<file path="src/rtl/sseg_scan_n.sv">
// sseg_scan_n: N-digit multiplexed seven-segment scanner.
//   - An internal prescaler sets the slot length to 2^PRESC_W clk cycles per digit.
//   - Inputs are captured into shadow registers once per frame, so a frame never
//     mixes old and new values.
//   - Each digit has its own decimal point and blank controls.
//   - Optional leading-zero suppression and 16-level PWM brightness.
//   - Anodes stay dark for the first two cycles of each slot (ghosting guard).
//   - Cathodes and the decimal point are active-low.
//   - Anode polarity is set by AN_ACTIVE_LOW.
//   - All outputs are registered: one clk of latency from idx/prescaler.
// Optional feature macro: SSEG_BLINK_EN adds a per-digit blink input and a 6-bit
// frame counter. A blinking digit is dark while frame counter bit 5 is set.
module sseg_scan_n #(
  parameter int DIGITS        = 8,
  parameter int PRESC_W       = 17,
  parameter bit AN_ACTIVE_LOW = 1'b1
) (
  input  logic                clk,
  input  logic                rst_n,
  input  logic                enabled,
  input  logic [4*DIGITS-1:0] digits,
  input  logic [DIGITS-1:0]   dp,
  input  logic [DIGITS-1:0]   blank,
`ifdef SSEG_BLINK_EN
  input  logic [DIGITS-1:0]   blink,
`endif
  input  logic                lz_en,
  input  logic [3:0]          brightness,
  output logic [DIGITS-1:0]   sseg_an,
  output logic [6:0]          sseg_ca,
  output logic                sseg_dp
);

  localparam int                 IDX_W    = $clog2(DIGITS);
  localparam logic [IDX_W-1:0]   LAST_IDX = IDX_W'(DIGITS - 1);
  localparam logic [DIGITS-1:0]  AN_IDLE  = AN_ACTIVE_LOW ? {DIGITS{1'b1}} : {DIGITS{1'b0}};
  localparam logic [6:0]         CA_OFF   = 7'h7F;

  // Active-low segment pattern for one hex nibble (a = bit 0 .. g = bit 6).
  function automatic logic [6:0] hex_to_seg(input logic [3:0] nib);
    logic [6:0] seg;
    case (nib)
      4'h0: seg = 7'h40;
      4'h1: seg = 7'h79;
      4'h2: seg = 7'h24;
      4'h3: seg = 7'h30;
      4'h4: seg = 7'h19;
      4'h5: seg = 7'h12;
      4'h6: seg = 7'h02;
      4'h7: seg = 7'h78;
      4'h8: seg = 7'h00;
      4'h9: seg = 7'h10;
      4'hA: seg = 7'h08;
      4'hB: seg = 7'h03;
      4'hC: seg = 7'h46;
      4'hD: seg = 7'h21;
      4'hE: seg = 7'h06;
      default: seg = 7'h0E;
    endcase
    return seg;
  endfunction

  // Scan position state
  logic [PRESC_W-1:0]  presc_q, presc_d;
  logic [IDX_W-1:0]    idx_q, idx_d;
  logic                first_q, first_d;   // snapshot still pending since reset

  // Frame shadow copy of the display inputs
  logic [4*DIGITS-1:0] sh_digits_q, sh_digits_d;
  logic [DIGITS-1:0]   sh_dp_q, sh_dp_d;
  logic [DIGITS-1:0]   sh_blank_q, sh_blank_d;
  logic                sh_lz_q, sh_lz_d;
`ifdef SSEG_BLINK_EN
  logic [DIGITS-1:0]   sh_blink_q, sh_blink_d;
  logic [5:0]          frame_q, frame_d;
`endif

  // Registered outputs
  logic [DIGITS-1:0]   an_q, an_d;
  logic [6:0]          ca_q, ca_d;
  logic                dp_q, dp_d;

  // Decode helpers
  logic                tick;
  logic                wrap;
  logic                snap;
  logic [4*DIGITS-1:0] src_digits;
  logic [DIGITS-1:0]   src_dp;
  logic [DIGITS-1:0]   src_blank;
  logic                src_lz;
  logic [DIGITS-1:0]   blank_eff;
  logic [DIGITS-1:0]   supp;
  logic                pwm_on;
  logic                guard;
  logic                shown;
  logic                dp_shown;
  logic [DIGITS-1:0]   onehot;

  // Prescaler, digit index and frame snapshot next-state
  always_comb begin
    // NOTE: every signal gets a default before any branch so no latch is inferred.
    tick        = enabled && (presc_q == {PRESC_W{1'b1}});
    wrap        = tick && (idx_q == LAST_IDX);
    snap        = (enabled && first_q) || wrap;

    presc_d     = enabled ? presc_q + 1'b1 : presc_q;
    idx_d       = idx_q;
    if (tick) begin
      idx_d = wrap ? '0 : idx_q + 1'b1;
    end
    first_d     = first_q && !enabled;

    sh_digits_d = sh_digits_q;
    sh_dp_d     = sh_dp_q;
    sh_blank_d  = sh_blank_q;
    sh_lz_d     = sh_lz_q;
`ifdef SSEG_BLINK_EN
    sh_blink_d  = sh_blink_q;
    frame_d     = wrap ? frame_q + 6'd1 : frame_q;
`endif
    if (snap) begin
      sh_digits_d = digits;
      sh_dp_d     = dp;
      sh_blank_d  = blank;
      sh_lz_d     = lz_en;
`ifdef SSEG_BLINK_EN
      sh_blink_d  = blink;
`endif
    end
  end

  // Display source: the shadow copy, except on the very first enabled cycle
  // after reset where the values being captured are shown straight away.
  always_comb begin
    src_digits = first_q ? digits : sh_digits_q;
    src_dp     = first_q ? dp     : sh_dp_q;
    src_blank  = first_q ? blank  : sh_blank_q;
    src_lz     = first_q ? lz_en  : sh_lz_q;
`ifdef SSEG_BLINK_EN
    blank_eff  = src_blank | ((first_q ? blink : sh_blink_q) & {DIGITS{frame_q[5]}});
`else
    blank_eff  = src_blank;
`endif
  end

  // Leading-zero suppression, scanning from the most significant digit down
  always_comb begin
    logic upper_clear;   // every digit above the current one is zero or blanked
    supp        = '0;
    upper_clear = 1'b1;
    for (int i = DIGITS - 1; i >= 1; i--) begin
      if (src_lz && (src_digits[4*i +: 4] == 4'h0) && upper_clear) begin
        supp[i] = 1'b1;
      end
      upper_clear = upper_clear && ((src_digits[4*i +: 4] == 4'h0) || blank_eff[i]);
    end
  end

  // Output decode for the current slot position
  always_comb begin
    pwm_on   = presc_q[PRESC_W-1 -: 4] <= brightness;
    guard    = presc_q[PRESC_W-1:1] == '0;
    shown    = !blank_eff[idx_q] && !supp[idx_q];
    dp_shown = src_dp[idx_q] && !blank_eff[idx_q];
    onehot   = ((shown || dp_shown) && pwm_on && !guard) ? (DIGITS'(1) << idx_q) : '0;

    an_d     = AN_IDLE;
    ca_d     = CA_OFF;
    dp_d     = 1'b1;
    if (enabled) begin
      an_d = AN_ACTIVE_LOW ? ~onehot : onehot;
      ca_d = shown ? hex_to_seg(src_digits[{idx_q, 2'b00} +: 4]) : CA_OFF;
      dp_d = !dp_shown;
    end
  end

  // State and output registers
  always_ff @(posedge clk or negedge rst_n) begin
    // NOTE: sequential state uses non-blocking assignments only, so every flop
    // samples the pre-edge values of the others.
    if (!rst_n) begin
      presc_q     <= '0;
      idx_q       <= '0;
      first_q     <= 1'b1;
      // NOTE: the shadow copy is reset too, so nothing undefined reaches the
      // pins before the first snapshot.
      sh_digits_q <= '0;
      sh_dp_q     <= '0;
      sh_blank_q  <= '0;
      sh_lz_q     <= 1'b0;
`ifdef SSEG_BLINK_EN
      sh_blink_q  <= '0;
      frame_q     <= '0;
`endif
      an_q        <= AN_IDLE;
      ca_q        <= CA_OFF;
      dp_q        <= 1'b1;
    end else begin
      presc_q     <= presc_d;
      idx_q       <= idx_d;
      first_q     <= first_d;
      sh_digits_q <= sh_digits_d;
      sh_dp_q     <= sh_dp_d;
      sh_blank_q  <= sh_blank_d;
      sh_lz_q     <= sh_lz_d;
`ifdef SSEG_BLINK_EN
      sh_blink_q  <= sh_blink_d;
      frame_q     <= frame_d;
`endif
      an_q        <= an_d;
      ca_q        <= ca_d;
      dp_q        <= dp_d;
    end
  end

  assign sseg_an = an_q;
  assign sseg_ca = ca_q;
  assign sseg_dp = dp_q;

endmodule
</file>
<file path="config.mk">
export PLATFORM = sky130hd
export DESIGN_NAME = sseg_scan_n
export DESIGN_NICKNAME = d
export VERILOG_FILES = /design/src/rtl/sseg_scan_n.sv
export SDC_FILE = /design/constraint.sdc
export NUM_CORES = 1
export LEC_CHECK = 0
export BUFFER_PORTS_ARGS = -buffer_cell sky130_fd_sc_hd__buf_2
export CORE_MARGIN = 10
export CORE_UTILIZATION = 26
export DETAILED_ROUTE_END_ITERATION = 16
export GPL_TIMING_DRIVEN = 1
export MAX_ROUTING_LAYER = met4
export SKIP_CTS_REPAIR_TIMING = 1
export SYNTH_ARGS = -nofsm -noshare
export SYNTH_HDL_FRONTEND = slang
export SYNTH_SLANG_ARGS = --single-unit
</file>
<file path="constraint.sdc">
create_clock -name clk -period 6.85 [get_ports clk]
set_input_delay 1.0275 -clock clk [delete_from_list [all_inputs] [get_ports clk]]
set_output_delay 1.0275 -clock clk [all_outputs]
set_load 0.01 [all_outputs]
</file>
==> key figures <==
Pwr
  • Power Density: 205 nW/um^2
  • Leakage: 2.54 nW
  • Max IR drop VDD: 0.0891 mV

Die
  • Initial Util: 26.7%
  • Rows: 49
  • Full die area: 24600 um^2
  • Die H: 157 um
  • Core ar.: 18200 um^2
  • Chip width: 157 um
  • Io pins: 72

Timing
  • Crit share post-route: 50.2%
  • RSZ-0062 raised after global routing: false
  • Post-route clock skew: 0.00874 ns
  • Final WS setup: 3.41 ns
  • Final Hold Vio Count: 0
  • Max Clock Freq: 291 MHz
  • Slew HR: 20.5%
  • Post-route minimum period: 3.44 ns
  • Final setup vio count: 0
  • Slew Limit Fails: 0
  • Worst slew pin tran: 1.19 ns
  • Setup TNS: 0 ns

Global route
  • Remaining Overflow, GRT: 0
  • Largest net degree at the start of global routing: 87
  • Vias in the first global route: 3720
  • Initial antenna violation count: 1
  • Total Routing Usage GR: 10.6%
  • Global-route wire length before repair: 19700 um

Finish
  • Area grow syn2layout: 18.6%
  • Seq. cell area: 2170 um^2
  • Layout cells sized above 1: 42.3%
  • # nets final: 532
  • Filler Cell Count: 1803
  • Final Non-Filler Cells: 693
  • Multi-input combinational cell area: 2550 um^2

Synthesis
  • Syn_nets: 465
  • Yosys warnings: 0
  • Avg Inst Size Synth: 12.5 um^2
  • Post-synth EDFFs: 0
  • Mapped Area: 4870 um^2
  • Post-Synthesis Cells: 391
  • Number of library cell types mapped by synthesis: 54
  • Predominant post-synthesis flop cell: dfrtp_1
  • Seq/Total Area, Yosys: 44.6%
  • #FFs+latches synth: 86
  • Ys async rst share: 100%

Placed design
  • Placed cell count: 676
  • GPL Wtd Cong: 0.780
  • DP HPWL: 9380 um
  • Pre-CTS setup slack: 3.40 ns
  • # port buffers: 71

CTS
  • Largest buffer count on any clock path: 2
  • Number of CTS-inserted buffers: 9
  • H-tree levels: 3
  • Sink Count: 86
  • CTS clk-pin slew, worst paths: 0.06 ns
  • CTS root buf: clkbuf_16
  • Clock Latency Late Sink: 0.35 ns
  • CTS tree: done

Route
  • DRC viols: 0
  • First drt pass iteration count: 4
  • Vias per inst: 4.99
  • First-iteration detailed-routing DRC count: 152
  • Routed wire length: 12200 um
  • Antenna Nets Post-Route: 0
  • Routed via count: 3456
  • Wirelength per Cell: 17.6 um

Min path
  • Class of the worst hold path: flip-flop to flip-flop

Run
  • Max Cap Viol: 0

Setup path
  • Start of the worst register-to-register path: first_q$_DFF_PN1_
  • RR Endpoint: sseg_ca[3]$_DFF_PN1_
  • Crit path launch: first_q$_DFF_PN1_
  • End of the critical path: sseg_ca[3]$_DFF_PN1_
  • Worst R2R Path Depth: 9
  • Worst-path fanout max: 31
  • CP Class: flip-flop to flip-flop
  • Critical-path cell list: buf_4, mux4_2, a22o_1, nor2_1, inv_1, ha_1, mux2_1, mux2i_1, nand3_1
  • Slowest-stage cell, CP: dfstp_2
  • Worst setup EP type: flip-flop
  • Biggest cell delay along the critical path: 0.80 ns
  • Startpoint Class: flip-flop
  • Worst path required time: 7.11 ns
  • Worst R2R Setup Slack: 3.41 ns
  • Worst EP arrival: 3.70 ns

Status
  • Status: finished, final reports clean
-- per-stage QoR --
stage | hold slack (ns) | power (mW) | cell area (um^2) | util (%)
finish | 0.500 | 1.18 | 5770 | 31.7
global route | 0.519 | 1.23 | 5770 | 31.7
CTS | 0.504 | 1.20 | 5770 | 31.7
detailed placement | 0.490 | 0.667 | 5430 | 29.8
global placement | 0.481 | 0.663 | 5430 | 29.8
floorplan | 0.460 | 0.615 | 4870 | -
-- cell usage after synthesis (7+ instances only) --
cell type  count  share of area [%]
dfstp_2       17                9.2
a21oi_1        7               0.72
nand2_1       17                1.3
nor4_1        14                1.8
mux4_2        18                8.3
dfrtp_1       69                 35
ha_1          18                4.6
xnor2_1       13                2.3
nor2_1        10               0.77
mux2i_1       15                3.1
mux2_2        57                 13
buf_2          8               0.82
nand3_1       12                1.2
nand4_1       12                1.5
inv_1         13                1.0
-- how the worst min path moves through the flow --
stage	from	end	slack, ns	cells after the start
after floorplan	presc_q[8]$_DFFE_PN0P_	presc_q[8]$_DFFE_PN0P_	0.46	1
after global placement	presc_q[8]$_DFFE_PN0P_	presc_q[8]$_DFFE_PN0P_	0.48	1
after detailed placement	sh_blank_q[2]$_DFFE_PN0P_	sh_blank_q[2]$_DFFE_PN0P_	0.49	1
after CTS	sh_blank_q[2]$_DFFE_PN0P_	sh_blank_q[2]$_DFFE_PN0P_	0.50	1
after global routing	sh_blank_q[2]$_DFFE_PN0P_	sh_blank_q[2]$_DFFE_PN0P_	0.52	1
final	sh_blank_q[2]$_DFFE_PN0P_	sh_blank_q[2]$_DFFE_PN0P_	0.50	1
-- layout by cell type (no fill, tap or decap), drive strengths merged, types with 6 or more instances in the layout --
cell type  instances
buf               73
dfrtp             69
mux2              60
nand2             19
mux4              18
ha                18
dfstp             17
mux2i             15
nor4              14
clkbuf            14
inv               13
xnor2             13
nand3             12
nand4             12
nor2              12
a21oi              7
a22oi              7
o21ai              6
-- routing by layer --
layer / global-route usage (%) / wire length, um / up-vias / share of wire, %
met3: 2.69 / 526 / 22 / 4.3
met1: 13.3 / 5820 / 1718 / 48
li1: - / - / 1622 / -
met2: 15.7 / 5600 / 94 / 46
met4: 4.76 / 282 / 0 / 2.3
met5: - / 0 / - / 0
-- cells by family (layout without fill, tap and decap cells) --
family	count (synthesis)	in the layout	synth area share (%)
xor+xnor	15	15	2.70
mux	93	93	25.3
compound gates	56	56	9.43
fa+ha+maj	18	18	4.63
other cells	0	1	0
flops	86	86	44.6
buf+inv	31	103	3.06
simple gates	92	92	10.3
-- critical path: cells and delay by family, from the launching register on --
kind,cells,cell delay [ns]
AND/OR/NAND/NOR,2,0.37
multiplexers,3,1.03
adder cells (fa/ha/maj),1,0.25
AO/OA/AOI/OAI,1,0.23
buffers and inverters,2,0.66
flip-flops,1,0.80
-- registers in the layout, summed over array words and instances (netlist names) --
signal	cells
first_q	1
idx_q	3
presc_q	17
sh_blank_q	8
sh_digits_q	32
sh_dp_q	8
sh_lz_q	1
sseg_an	8
sseg_ca	7
sseg_dp	1
-- where the power goes --
part | switching (mW) | internal [mW]
combinational | 0.0506 | 0.0426
sequential | 0.0300 | 0.534
clock | 0.202 | 0.323
total | 0.283 | 0.900
-- final cells by class --
| cell class | count | area share, % |
|---|---|---|
| inverter | 14 | 0.910 |
| multi-input combinational | 274 | 44.2 |
| tap | 229 | 4.96 |
| clock buffer | 14 | 5.51 |
| sequential | 86 | 37.7 |
| clock inverter | 2 | 0.303 |
| antenna | 1 | 0.0434 |
| timing repair buffer | 73 | 6.46 |
Note: power is estimated with default switching activity, not from simulation.
